<file path="src/rtl/tick_divider_bank.sv">
// tick_divider_bank: per-channel programmable tick and square-wave generator.
// Divisors are reprogrammed at run time and only take effect at a wrap.
module tick_divider_bank #(
  parameter int WIDTH       = 24,
  parameter int CHANNELS    = 4,
  parameter int DEFAULT_DIV = 12000000,
  parameter int CW          = (CHANNELS > 1) ? $clog2(CHANNELS) : 1
) (
  input  logic                clk,
  input  logic                reset,
  input  logic                enable,
  input  logic                sync_clear,
  input  logic                wr_en,
  input  logic [CW-1:0]       wr_chan,
  input  logic [WIDTH-1:0]    wr_div,
  output logic [CHANNELS-1:0] tick,
  output logic [CHANNELS-1:0] wave,
  output logic [CHANNELS-1:0] busy
);

  localparam logic [WIDTH-1:0] DEF = WIDTH'(DEFAULT_DIV);

  for (genvar g = 0; g < CHANNELS; g++) begin : g_ch
    logic [WIDTH-1:0] cnt;
    logic [WIDTH-1:0] act;
    logic [WIDTH-1:0] pend;
    logic             pv;
    logic             t;
    logic             w;
    logic             sel;
    logic             idle;
    logic             wrap;
    logic             take;

    assign sel  = wr_en && (int'(wr_chan) == g);
    assign idle = (act == '0);
    assign wrap = !idle && (cnt == act - WIDTH'(1));
    assign take = pv && (sync_clear || (enable && (idle || wrap)));

    // Channel counter, divisor swap at wrap, and pending-write bookkeeping.
    always_ff @(posedge clk or negedge reset) begin
      if (!reset) begin
        cnt  <= '0;
        act  <= DEF;
        pend <= DEF;
        pv   <= 1'b0;
        t    <= 1'b0;
        w    <= 1'b0;
      end else begin
        if (take) act <= pend;
        if (sel) begin
          pend <= wr_div;
          pv   <= 1'b1;
        end else if (take) begin
          pv <= 1'b0;
        end
        if (sync_clear) begin
          cnt <= '0;
          t   <= 1'b0;
          w   <= 1'b0;
        end else if (enable && !idle) begin
          t   <= wrap;
          cnt <= wrap ? '0 : cnt + WIDTH'(1);
          if (wrap) w <= ~w;
        end else begin
          t <= 1'b0;
        end
      end
    end

    assign tick[g] = t;
    assign wave[g] = w;
    assign busy[g] = pv;
  end

endmodule

</file>
<file path="config.mk">
export PLATFORM = sky130hd
export DESIGN_NAME = tick_divider_bank
export DESIGN_NICKNAME = d
export VERILOG_FILES = /design/src/rtl/tick_divider_bank.sv
export SDC_FILE = /design/constraint.sdc
export NUM_CORES = 1
export LEC_CHECK = 0
export ABC_AREA = 1
export BUFFER_PORTS_ARGS = -buffer_cell sky130_fd_sc_hd__buf_2
export CAP_MARGIN = 20
export CORE_MARGIN = 2
export CORE_UTILIZATION = 55
export DETAILED_ROUTE_END_ITERATION = 16
export MAX_ROUTING_LAYER = met4
export PLACE_DENSITY = 0.8
export SLEW_MARGIN = 20
export SYNTH_ARGS = -nofsm -noshare
export SYNTH_HDL_FRONTEND = slang
export SYNTH_SLANG_ARGS = --single-unit
</file>
<file path="constraint.sdc">
create_clock -name clk -period 4 [get_ports clk]
set_clock_uncertainty 0.1 [all_clocks]
set_input_delay 0.6 -clock clk [delete_from_list [all_inputs] [get_ports clk]]
set_output_delay 0.6 -clock clk [all_outputs]
set_load 0.02 [all_outputs]
</file>
==> results of run 1 <==
==> cell families after synthesis <==
family / synth area share [%]
AO/OA/AOI/OAI: 4.38
XOR/XNOR: 8.18
adder cells (fa/ha/maj): 0.846
buffers and inverters: 7.60
flip-flops: 42.9
AND/OR/NAND/NOR: 36.1
==> sequential cells by signal (all words and copies together), names as in the netlist <==
name       count
g_ch.w         4
g_ch.t         4
g_ch.act      96
g_ch.pv        4
g_ch.pend     96
g_ch.cnt      96
==> area by class of cell <==
type	instances	area, sq um	share of cell area, %
Clock inverter	11	143	0.738
Tap cell	402	503	2.60
Sequential cell	300	7610	39.4
Timing Repair Buffer	59	373	1.93
Clock buffer	50	1020	5.29
Multi-Input combinational cell	1779	8800	45.5
Inverter	236	886	4.58
==> cells in the mapped netlist, types with 22 or more instances <==
master    number
nor2_2        29
nor2_1       299
nor3_1        43
xnor2_1       51
nand3_1      222
dfrtp_1      220
nand4_1       56
nand3b_1      22
xor2_1       113
clkbuf_1      33
nand2_1      716
o21ai_0      112
inv_1        219
buf_4         23
dfstp_2       80
==> power breakdown <==
part / total (mW) / leakage, nW / switching [mW] / internal (mW)
Combinational: 3.38 / 5.24 / 2.23 / 1.15
Clock: 3.25 / 0.570 / 1.28 / 1.97
Sequential: 4.16 / 3.76 / 0.550 / 3.61
Total: 10.8 / 9.56 / 4.05 / 6.74
==> layout by cell type, fill, tap and decap left out, types with 6 or more instances in the layout <==
cell       netlist  final
clkbuf_16        0     35
clkbuf_8         0      9
nand2_1        716    716
nor2_1         299    299
buf_2           15     41
or2_2            7      7
ha_1            12     12
dfrtp_1        220    220
nor4_1          10     10
clkinv_1         7      7
nor2_2          29     29
buf_4           23     15
nand3_1        222    222
nand2_2         18     18
inv_2           10     10
xor2_1         113    113
nand3b_1        22     22
nand2_4          9      9
nor3_1          43     43
nand4_1         56     56
inv_1          219    219
clkbuf_1        33      6
o21ai_0        112    112
xnor2_1         51     51
nor2_4           8      8
dfstp_2         80     80
a21oi_1         15     15
==> worst max-delay path by stage <==
stage / start / end / slack, ns / cells past startpoint
after CTS: g_ch[3].act[0]$_DFFE_PN0P_ / g_ch[3].w$_DFFE_PN0P_ / 0.87 / 14
after global routing: g_ch[3].act[0]$_DFFE_PN0P_ / g_ch[3].w$_DFFE_PN0P_ / 0.49 / 14
after floorplan: g_ch[3].act[0]$_DFFE_PN0P_ / g_ch[3].act[15]$_DFFE_PN0P_ / 1.62 / 20
after detailed placement: g_ch[3].act[0]$_DFFE_PN0P_ / g_ch[3].w$_DFFE_PN0P_ / 0.89 / 14
final: g_ch[3].act[0]$_DFFE_PN0P_ / g_ch[3].w$_DFFE_PN0P_ / 0.84 / 16
after global placement: g_ch[3].act[0]$_DFFE_PN0P_ / g_ch[3].w$_DFFE_PN0P_ / 0.93 / 14
==> metal layers <==
metal  GRT usage [%]  up-vias  routed length [um]
met1            38.2     7353               20500
met3            3.94       91                2540
met2            44.4      430               21300
li1                -     7599                   -
met5               -        -                   0
met4            9.34        0                1300
==> worst register-to-register path, stage by stage (launching register included) <==
cell,delay [ns]
dfrtp_1,0.40
inv_1,0.14
ha_1,0.21
nand2_1,0.10
nor2_1,0.36
nand3_1,0.18
nand2_1,0.13
nand2_1,0.06
nand2_1,0.05
nand2_1,0.05
inv_1,0.05
nand2_1,0.04
nor2_1,0.20
nand3_1,0.13
nand2_1,0.60
nand2_1,0.11
o21a_1,0.14
==> per-stage QoR <==
stage          total power, mW  util, %
2_1_floorplan             6.66        -
3_3_place_gp              7.45     57.4
3_5_place_dp              7.52     57.4
4_1_cts                   10.8     61.1
5_1_grt                   11.5     61.1
6_report                  10.8     61.1
==> impl_results.md, run 1 <==
- Highest Clock Rate: approximately 0.32 GHz
- Failing checks: hold timing
- R2r setup slk: between 0.8 and 0.9 ns
- DIE WIDTH: 184 um
- Slowest-stage cell, CP: nand2_1
- Period Utilization, post-route: 79.0%
- Status: complete, but fails checks
- Yosys reg bits: 300
- Placed Cells incl. Taps: approximately 2800
- Reg-to-reg critical path startpoint: g_ch[3].act[0]$_DFFE_PN0P_
- Post-synthesis sequential area ratio: a little over two fifths
- Startpoint types: flip-flop
- Row count: between 60 and 70
- Setup-failing EPs final: 0
- Vias: around 15000
- Synth warnings: 0
- Max_cap viols: 0
- Antenna Nets Post-Route: 0
- Starting Density: between 50% and 60%
- Post-DR wirelength/cell: around 16 um
- Fin Setup TNS: 0 ns
- Share of cells above drive strength 1: between 10% and 20%
- Avg Vias per Cell: 5.45
- Delay-heaviest family, CP: simple AND/OR/NAND/NOR gates
- Worst endpoint data arrival time: between 3 and 4 ns
- Synth area leaders: dfrtp_1 31%, nand2_1 15%, dfstp_2 12%
- First-pass iteration count of the detailed router: 5
- Vias in the first global route: between 10000 and 15000
- Cts repair resizes: 0
- Area grow syn2layout: 8.89%
- Initial antenna violation count: 0
- Largest net degree at the start of global routing: a little over 90
- Clock slew at reported path FFs: 0.06 ns
- Hold buffer count at CTS: 0
- Diodes inserted: 0
- WL final: about 46000 um
- Fin area: 0.0193 sq mm
- I/O Pins: 43
- Leakage: 9.56 nW
- Placed Instance Area: approximately 0.018 sq mm
- CTS sink cnt: 300
- CTS root buffer: clkbuf_16
- Top cell type's share of synthesized area: 31.0%
- First-pass GRT wire length: around 74000 um
- Synth cell types: 46
- Hold/Removal Path Class: in -> async
- Setup crit end kind: flip-flop
- Fin crit period: 3.16 ns
- Post-Layout Cell Count: between 2000 and 3000
- Fillers: 2769
- Core Box Area: 0.0316 sq mm
- EDFF count, synth: 0
- Setup slack after layout: about 0.84 ns
- Largest stage delay, worst path: 0.60 ns
- Setup CP Type: reg -> reg
- Critical Path, Cell by Cell: inv_1 > ha_1 > nand2_1 > nor2_1 > nand3_1 > nand2_1 > nand2_1 > nand2_1 > nand2_1 > inv_1 > nand2_1 > nor2_1 > nand3_1 > nand2_1 > nand2_1 > o21a_1
- Critical Path Fanout Max: 23
- Worst path most repeated cell: nand2_1
- Ys async rst share: between 90% and 100%
- Net Count, Synth: roughly 2400
- Final HPWL DP: 33200 um
- Routability cong.: between 0.9 and 1
- CTS tree: yes
- Gr usage total: between 20% and 30%
- Worst R2R End: g_ch[3].w$_DFFE_PN0P_
- Setup bufs post-CTS: 0
- Remaining DRCs: 0
- H-tree Lvls: 2
- Die footprint: 0.0337 sq mm
- Max VDD drop: 312 uV
- Synth Flop Type: dfrtp_1
- RSZ-0062 raised after global routing: false
- Gr ovfl total: 0
- PortBufs: between 40 and 50
- Mapped Area: between 0.015 and 0.02 sq mm
- Syn Inst Count: 2395
- Max-slew violations: 0
- Worst-Skew Late Latency: ~0.52 ns
- Final hold slack: -0.0372 ns
- Die Height: between 150 and 200 um
- Reg2Reg Depth: 16
- Final layout net count: approximately 2500
- Syn Area/Cell: approximately 7.4 sq um
- Power Dens Cells: about 560 mW/mm^2
- CP bufs+invs: 2
- Tightest Pin Transition: between 0.8 and 0.9 ns
- Max clock buf depth: 3
- Slew HR: between 40 and 50%
- WP data required: approximately 4.3 ns
- CTS Buf Count: 34
- Place WS: approximately 0.9 ns
- Area leader, netlist: dfrtp_1
- Initial DRC count: about 1300
- Final Hold Vio Count: 21
No activity file was read; power rests on OpenSTA's default activity.
==> inputs of run 2 (changes only) <==
--- a/config.mk
+++ b/config.mk
@@ -5,14 +5,14 @@
 export SDC_FILE = /design/constraint.sdc
 export NUM_CORES = 1
 export LEC_CHECK = 0
-export ABC_AREA = 1
+export ABC_AREA = 0
 export BUFFER_PORTS_ARGS = -buffer_cell sky130_fd_sc_hd__buf_2
 export CAP_MARGIN = 20
 export CORE_MARGIN = 2
 export CORE_UTILIZATION = 55
 export DETAILED_ROUTE_END_ITERATION = 16
 export MAX_ROUTING_LAYER = met4
-export PLACE_DENSITY = 0.8
+export PLACE_DENSITY = 0.81
 export SLEW_MARGIN = 20
 export SYNTH_ARGS = -nofsm -noshare
 export SYNTH_HDL_FRONTEND = slang
==> constraint.sdc (replaced) <==
create_clock -name clk -period 3.2 [get_ports clk]
set_clock_uncertainty 0.1 [all_clocks]
set_input_delay 0.48 -clock clk [delete_from_list [all_inputs] [get_ports clk]]
set_output_delay 0.48 -clock clk [all_outputs]
set_load 0.02 [all_outputs]
==> run 2 against run 1 <==
The run ends with setup timing left. Flip-flop and latch count unchanged. Highest routed layer unchanged. Die area down 4.2%. Largest cell class unchanged. Count of clock-buffer cells in the layout down 14. Largest power group is now combinational logic. Cell count down 21%. Synthesized cell count shrank 32%.
==> impl_results.md, run 2 <==
- Setup slack after layout: -0.137 ns (-0.979 ns)
- Die Height: 180 um (-2.1%)
- WP data required: 3.56 ns (-0.75 ns)
- Mapped Area: 0.0170 sq mm (-4.3%)
- RSZ-0062 raised after global routing: true
- Max_cap viols: 0 (unchanged)
- Routability cong.: 0.955 (+1.8%)
- Syn Area/Cell: 10.5 sq um (+41%)
- Placed Cells incl. Taps: 2159 (-22%)
- Worst Hold Depth: 3
- Worst-Skew Late Latency: 0.58 ns (+0.06 ns)
- Setup-failing EPs final: 145 (+145)
- Final layout net count: 1871 (-24%)
- Failing checks: setup timing
- Fin crit period: 3.34 ns (+0.179 ns)
- CTS sink cnt: 300 (unchanged)
- Startpoint types: flip-flop
- Count leader, synth: dfrtp_1
- Slew HR: 48.1% (+6.9 points)
- Antenna Nets Post-Route: 0 (unchanged)
- Worst R2R End: g_ch[0].act[19]$_DFFE_PN0P_
- Max VDD drop: 596 uV (+91%)
- Top cell type's share of synthesized area: 32.4% (+1.4 points)
- Place WS: -0.127 ns (-1.02 ns)
- Starting Density: 55.7% (-0.40 points)
- Avg Vias per Cell: 6.27 (+15%)
- Diodes inserted: 0 (unchanged)
- Core Box Area: 0.0305 sq mm (-3.6%)
- Final Hold Vio Count: 0 (-100%)
- Setup crit end kind: flip-flop
- Max-slew violations: 0 (unchanged)
- First-pass iteration count of the detailed router: 5 (unchanged)
- Gr usage total: 29.7% (+1.4 points)
- Synth cell count leaders: 220 x dfrtp_1, 157 x nor2_1, 140 x mux2_2
- Ys async rst share: 100% (unchanged)
- Synth area leaders: dfrtp_1 32%, dfstp_2 12%, mux2_2 9.3%
- Syn Inst Count: 1625 (-32%)
- Remaining DRCs: 0 (unchanged)
- I/O Pins: 43 (unchanged)
- PortBufs: 42 (unchanged)
- WL final: 48600 um (+6.5%)
- Hold/Removal Path Class: in -> reg
- Vias in the first global route: 13900 (-4.2%)
- Reg2Reg Depth: 11 (-5)
- Max clock buf depth: 3 (unchanged)
- Largest net degree at the start of global routing: 93 (+2.2%)
- R2r setup slk: -0.14 ns (-0.98 ns)
- CTS root buffer: clkbuf_16
- H-tree Lvls: 1 (-1)
- Vias: 14100 (-8.9%)
- Setup CP Type: reg -> reg
- Synth Flop Type: dfrtp_1
- Pwr Total: 15.1 mW (+40%)
- Min-Delay Startpoint: wr_div[23]
- Yosys reg bits: 300 (unchanged)
- Reg-to-reg critical path startpoint: g_ch[0].act[1]$_DFFE_PN0P_
- Initial DRC count: 1174 (-11%)
- First-pass GRT wire length: 75700 um (+1.6%)
- End of the worst hold path: g_ch[0].pend[23]$_DFFE_PN1P_
- Final HPWL DP: 33000 um (-0.44%)
- Initial antenna violation count: 1 (+1)
- Post-synthesis sequential area ratio: 44.8% (+1.9 points)
- Net Count, Synth: 1668 (-32%)
- Clock slew at reported path FFs: 0.07 ns (about the same)
- Period Utilization, post-route: 104% (+25 points)
- CTS tree: yes
- Area grow syn2layout: 23.4%
- Synth warnings: 0 (unchanged)
- Largest registers: g_ch.act x96, g_ch.cnt x96, g_ch.pend x96
- Tightest Pin Transition: 0.775 ns (-0.106 ns)
- Area leader, netlist: dfrtp_1
- Post-DR wirelength/cell: 21.6 um (+34%)
- Row count: 64 (-1.5%)
- Status: complete, but fails checks
- DIE WIDTH: 180 um (-2.1%)
- Synth cell types: 86 (+87%)
- EDFF count, synth: 0 (unchanged)
- Highest Clock Rate: 0.300 GHz (-5.4%)
- Post-Layout Cell Count: 2247 (-21%)
- Power Dens Cells: 720 mW/mm^2 (+29%)
- Critical Path Fanout Max: 8 (-65%)
- Leakage: 8.88 nW (-7.2%)
- Most frequent cells in the layout: 220 x dfrtp_1, 178 x buf_4, 144 x nor2_1, 109 x mux2_2, 99 x xor2_1
- Share of cells above drive strength 1: 37.8% (+26 points)
- Most common cell after layout, fill and taps aside: dfrtp_1
- CTS Buf Count: 30 (-12%)
- Final hold slack: 0.165 ns (+0.202 ns)
- Worst endpoint data arrival time: 3.70 ns (+0.24 ns)
- Gr ovfl total: 0 (unchanged)
- Die footprint: 0.0323 sq mm (-4.2%)
[run 2: kinds of logic after synthesis]
group | after synthesis | share of synthesized area, %
xor gates and xnor gates | 189 | 9.74
DFF | 300 | 44.8
and+or+nand+nor | 627 | 20.0
muxes | 184 | 13.0
adders and majority gates | 12 | 0.883
buffers and inverters | 117 | 3.28
AOI/OAI and AO/OA | 196 | 8.38
[run 2: timing repair]
action                                  4_1_cts  5_1_grt
resized for setup                            49      103
endpoints found under the hold margin        72        0
pin swaps                                    12       40
hold buffers                                  1        0
gates cloned                                  4        7
buffers inserted                             11       19
endpoints found under the setup margin      157      196
[run 2: area by class of cell]
type,count,area [sq um]
Clock buffer,36,773
Multi-Input combinational cell,1208,9680
Timing Repair Buffer,256,2130
Inverter,32,120
Sequential cell,300,7610
Clock inverter,19,164
Tap cell,396,495
Fill cell,2116,9540
[run 2: worst max-delay path by stage]
| stage | from | endpoint | slack (ns) |
|---|---|---|---|
| floorplan | g_ch[3].act[9]$_DFFE_PN1P_ | g_ch[3].cnt[13]$_DFFE_PN0P_ | -0.21 |
| global placement | g_ch[2].act[1]$_DFFE_PN0P_ | g_ch[2].act[10]$_DFFE_PN0P_ | -0.10 |
| detailed placement | g_ch[1].act[1]$_DFFE_PN0P_ | g_ch[1].act[3]$_DFFE_PN0P_ | -0.13 |
| CTS | g_ch[1].act[12]$_DFFE_PN1P_ | g_ch[1].act[1]$_DFFE_PN0P_ | -0.12 |
| global route | g_ch[2].act[1]$_DFFE_PN0P_ | g_ch[2].act[15]$_DFFE_PN0P_ | -0.24 |
| finish | g_ch[0].act[1]$_DFFE_PN0P_ | g_ch[0].act[19]$_DFFE_PN0P_ | -0.14 |
[run 2: through the flow]
stage / setup TNS, ns / utilization, % / area [sq um]
2_1_floorplan: -8.68 / - / 17300
3_3_place_gp: -6.37 / 62.4 / 19100
3_5_place_dp: -7.60 / 62.4 / 19100
4_1_cts: -4.35 / 66.8 / 20400
5_1_grt: -25.98 / 68.7 / 21000
6_report: -9.51 / 68.7 / 21000
[run 2: per-layer routing]
metal	GRT usage [%]	share of wire [%]	vias to the layer above	routed length (um)
met4	13.4	5.8	0	2810
met5	-	0	-	0
met3	3.38	5.9	212	2890
met2	47.0	47	577	22900
li1	-	-	6296	-
met1	38.7	41	7004	20100
[run 2: power by group]
part,internal [mW],switching (mW),leakage (nW)
sequential,4.81,0.957,3.68
clock,1.89,1.51,0.475
combinational,3.05,2.88,4.72
[run 2: critical path, stage by stage, from the launching register on]
cell and delay [ns]:
dfrtp_1 0.40, inv_2 0.09, ha_4 0.13, or3b_4 0.40
nor3_4 0.26, nand4b_1 0.23, xnor2_2 0.23, or4b_4 0.52
nor4_4 0.23, a211oi_2 0.13, buf_6 0.19, mux2_4 0.31
